==> config.mk <==
export PLATFORM = sky130hd
export DESIGN_NAME = if_fetch_stage
export DESIGN_NICKNAME = d
export VERILOG_FILES = /design/src/rtl/if_fetch_stage.sv
export SDC_FILE = /design/constraint.sdc
export NUM_CORES = 1
export LEC_CHECK = 0
export CAP_MARGIN = 25
export CORE_MARGIN = 3
export CORE_UTILIZATION = 25
export CTS_CLUSTER_SIZE = 24
export DETAILED_ROUTE_END_ITERATION = 6
export GPL_TIMING_DRIVEN = 0
export RECOVER_POWER = 25
export SLEW_MARGIN = 20
export SYNTH_ARGS = -nofsm -noshare
export SYNTH_HDL_FRONTEND = slang
export SYNTH_SLANG_ARGS = --single-unit
==> constraint.sdc <==
create_clock -name clk -period 5.8 [get_ports clk]
set_input_delay 0.58 -clock clk [delete_from_list [all_inputs] [get_ports clk]]
set_output_delay 0.58 -clock clk [all_outputs]
set_load 0.05 [all_outputs]
==> src/rtl/if_fetch_stage.sv <==
`default_nettype none
// ============================================================================
// Module      : if_fetch_stage
// Description : Instruction-fetch stage. Owns the PC, selects the next PC from
//               sequential / redirect / trap sources, and fills IF/ID.
// Revision    : 1.0 - initial release
// ============================================================================
module if_fetch_stage #(
    parameter logic [31:0] RESET_PC    = 32'h0000_0000,
    parameter logic [31:0] TRAP_VECTOR = 32'h0000_0100
) (
    input  logic        clk,
    input  logic        reset,
    input  logic        stall,
    input  logic        flush,
    input  logic        pc_src,
    input  logic [31:0] branch_target,
    input  logic [31:0] pc_inc,
    input  logic [31:0] imem_instr,
    output logic [31:0] pc_out,
    output logic [31:0] if_id_pc,
    output logic [31:0] if_id_instr,
    output logic        if_id_valid,
    output logic        misalign_trap,
    output logic [31:0] misalign_addr,
    output logic [31:0] fetch_count
);

    logic [31:0] r_pc;
    logic [31:0] r_if_id_pc;
    logic [31:0] r_if_id_instr;
    logic        r_if_id_valid;
    logic        r_misalign_trap;
    logic [31:0] r_misalign_addr;
    logic [31:0] r_fetch_count;

    logic        w_misalign;
    logic        w_latch;
    logic [31:0] w_pc_next;

    assign w_misalign = pc_src && (branch_target[1:0] != 2'b00);

    // A redirect or flush kills the slot even under stall; only a clean,
    // unstalled edge captures a new instruction.
    assign w_latch = !flush && !pc_src && !stall;

    always_comb begin
        w_pc_next = pc_inc;
        if (w_misalign) begin
            w_pc_next = TRAP_VECTOR;
        end else if (pc_src) begin
            w_pc_next = branch_target;
        end else if (stall) begin
            w_pc_next = r_pc;
        end
    end

    always_ff @(posedge clk) begin
        if (reset) begin
            r_pc            <= RESET_PC;
            r_if_id_pc      <= 32'h0;
            r_if_id_instr   <= 32'h0;
            r_if_id_valid   <= 1'b0;
            r_misalign_trap <= 1'b0;
            r_misalign_addr <= 32'h0;
            r_fetch_count   <= 32'h0;
        end else begin
            r_pc            <= w_pc_next;
            r_misalign_trap <= w_misalign;
            if (w_misalign) begin
                r_misalign_addr <= branch_target;
            end
            if (flush || pc_src) begin
                r_if_id_valid <= 1'b0;
            end else if (w_latch) begin
                r_if_id_pc    <= r_pc;
                r_if_id_instr <= imem_instr;
                r_if_id_valid <= 1'b1;
                r_fetch_count <= r_fetch_count + 32'd1;
            end
        end
    end

    assign pc_out        = r_pc;
    assign if_id_pc      = r_if_id_pc;
    assign if_id_instr   = r_if_id_instr;
    assign if_id_valid   = r_if_id_valid;
    assign misalign_trap = r_misalign_trap;
    assign misalign_addr = r_misalign_addr;
    assign fetch_count   = r_fetch_count;

endmodule
`default_nettype wire

==> flow_summary_export.csv <==
group,metric,value,unit
finish,area_growth,59.6,%
yosys,synth_top_area_cell,"dfxtp_1",
worst_setup_path,start_kind,"primary input",
yosys,syn_area,0.00609,mm²
sta,slew_headroom,46.0,%
yosys,synthMuxAreaShare,5.28,%
finish,final_nets,1088,
sta,hold_viol_final,0,
yosys,synth-xor-area-share,1.44,%
route,drt_iter0_drc,298,
sta,whs,0.449,ns
yosys,yosys.area_share.adder,0.206,%
floorplanning,die_y,162,µm
yosys,yosysSeqAreaShare,53.3,%
clock_tree,cts_resized,0,
power_and_ir_drop,ir_drop,0.151,mV
clock_tree,cts_buffer_depth,2,
grt,gr-total-overflow,0,
sta,clock_skew,0.0136,ns
placed_design,gp_congestion,0.817,
route,antenna_left,0,
placed_design,dp_slack,2.47,ns
finish,multi_input_area,0.00261,mm²
power_and_ir_drop,p_per_area,286,mW/mm²
sta,fin_ws,2.78,ns
hold_path,hold_depth,2,
worst_setup_path,crit_arrival,3.36,ns
floorplanning,die_x,162,µm
finish,fin_area,0.00971,mm²
placed_design,dp_hpwl,16300,µm
sta,tightest_slew,0.810,ns
floorplanning,die_area,0.0263,mm²
yosys,synth_compound_area_share,16.5,%
yosys,synth_area_leaders,"dfxtp_1 53%, a21oi_1 9.5%, nand2_1 8.8%",
yosys,synth_cell_type_count,31,
floorplanning,start_util,25.7,%
clock_tree,cts.htree.levels,4,
yosys,yosysWarnings,0,
clock_tree,cts_tree,"done",
hold_path,hold_path.class,"reg2reg",
power_and_ir_drop,p_leak,3.46,nW
grt,grtUsageTotal,16.5,%
yosys,synth-simple-area-share,19.4,%
clock_tree,cts-hold-fix-buffers,0,
finish,fill_cells,2474,
route,avgRoutedWirePerCell,16.6,µm
yosys,synth_top_family_by_area,"simple AND/OR/NAND/NOR gates",
clock_tree,cts_setup_buffers,0,
placed_design,port_buffers,260,
sta,fmax,331,MHz
placed_design,postPlaceCellArea,0.00909,mm²
grt,grt_pass1_wl,34100,µm
grt,first_global_vias,5849,
yosys,netlist.area_leader.share,53.3,%
sta,timing.final.crit_share,52.1,%
sta,drv_slew,0,
sta,layout_min_cycle_time,3.02,ns
route,routed_wl,21900,µm
clock_tree,cts_sinks,162,
route,first_pass_iters,4,
run,cap_violations,0,
yosys,synth.avg_cell_area,8.61,µm²
route,vias,5973,
clock_tree,cts.reportedPaths.clkPinSlew,0.07,ns
floorplanning,num_rows,56,
worst_setup_path,path_max_fanout,10,
sta,rsz0062_at_grt,"no",
yosys,synthesis.nets,809,
clock_tree,cts_inserted_buffers,17,
yosys,syn_inst,707,
route,drc,0,
grt,grt_max_degree,17,
grt,antenna_found_initial,2,
route,vias_per_cell,4.53,
yosys,ys_ff_latch,162,
clock_tree,clock_latency,0.42,ns
floorplanning,num_io_pins,263,
sta,finalSetupViolations,0,
worst_setup_path,crit_type,"in2reg",
worst_setup_path,critical_path_required,6.14,ns
status,status,"finished, final reports clean",
finish,drive_gt1_share,3.70,%
floorplanning,core_area,0.0237,mm²
worst_setup_path,end_kind,"flip-flop",
finish,regArea,0.00324,mm²
clock_tree,cts-root-buf,"clkbuf_16",
sta,final.setup.tns,0,ns
worst_setup_path,reg2regPathDepth,7,
final cells by class:
cell class,count,share of cell area [%]
flip-flops and latches,162,33.4
multi-input cells,485,26.8
repair buffers,260,26.8
clock buffers,17,4.38
well taps,319,4.11
plain buffers,53,2.15
clock inverters,15,2.01
inverters,7,0.271
diodes,2,0.0515
stage by stage:
| stage | instances | util (%) | power (mW) |
|---|---|---|---|
| after floorplan | 707 | - | 1.41 |
| after global placement | 1286 | 38.4 | 1.60 |
| after detailed placement | 1286 | 38.4 | 1.60 |
| after CTS | 1318 | 41.0 | 2.81 |
| after global routing | 1319 | 41.0 | 2.89 |
| final | 1320 | 41.0 | 2.77 |
path summary, 6_finish.rpt:
kind                                      from                           end  slack (ns)
setup / recovery                        pc_src  fetch_count[15]$_SDFFE_PP0P_        2.78
hold / removal    if_id_instr[21]$_SDFFE_PP0P_  if_id_instr[21]$_SDFFE_PP0P_        0.45
setup reg to reg   fetch_count[0]$_SDFFE_PP0P_  fetch_count[18]$_SDFFE_PP0P_        3.40
hold reg to reg   if_id_instr[21]$_SDFFE_PP0P_  if_id_instr[21]$_SDFFE_PP0P_        0.45
kinds of logic after synthesis:
family / count (synthesis)
AO/OA/AOI/OAI: 170
XOR/XNOR: 10
adder cells (fa/ha/maj): 1
buffers and inverters: 60
flip-flops: 162
multiplexers: 32
AND/OR/NAND/NOR: 272
registers in the layout (all words and copies together) (netlist names):
register and count:
if_id_valid 1, misalign_trap 1, if_id_pc 32, if_id_instr 32, misalign_addr 32, fetch_count 32, pc_out 32
where the power goes:
group | leakage, nW | switching (mW) | internal [mW]
Combinational | 1.83 | 0.241 | 0.155
Sequential | 1.32 | 0.0238 | 1.15
Clock | 0.309 | 0.512 | 0.695
critical path: stages:
cell,delay [ns]
dlygate4sd3_1,0.66
or3_1,0.40
clkbuf_1,0.22
or4_1,0.56
clkbuf_1,0.23
buf_2,0.25
or3_1,0.32
a21oi_1,0.14
synthesized netlist by cell type:
cell	number
dfxtp_1	162
nand2_1	142
a21oi_1	116
nor2_1	70
clkbuf_1	43
mux2i_1	31
a22o_1	30
or4_1	17
o31ai_1	14
nand3_1	11
inv_1	7
o21ai_0	7
or3_1	7
buf_1	6
nand4_1	6
nor3_1	6
xnor2_1	6
xor2_1	4
buf_2	3
nor2b_1	3
nor4_1	3
a211oi_1	2
and3_1	2
and4_1	2
a2111oi_0	1
buf_6	1
ha_1	1
mux2_2	1
nand2b_1	1
nor4b_1	1
or2_2	1
layout by cell type, fill, tap and decap left out, drive strengths merged, types with 4 or more instances in the layout:
master / Yosys / final
a21oi: 116 / 116
a22o: 30 / 30
buf: 10 / 7
clkbuf: 43 / 63
clkdlybuf4s50: 0 / 237
clkinv: 0 / 4
dfxtp: 162 / 162
dlygate4sd3: 0 / 23
inv: 7 / 15
mux2i: 31 / 31
nand2: 142 / 142
nand3: 11 / 11
nand4: 6 / 6
nor2: 70 / 70
nor3: 6 / 6
o21ai: 7 / 7
o31ai: 14 / 14
or3: 7 / 7
or4: 17 / 17
xnor2: 6 / 6
xor2: 4 / 4
layer usage:
metal / wire length (µm) / part of all wire [%] / GRT usage (%) / vias up
met2: 10200 / 47 / 26.9 / 190
met1: 9590 / 44 / 20.7 / 2757
met4: 318 / 1.5 / 4.30 / 0
li1: - / - / - / 3012
met3: 1780 / 8.1 / 5.94 / 14
met5: 0 / 0 / 0 / -
No activity file was read; power rests on OpenSTA's default activity.
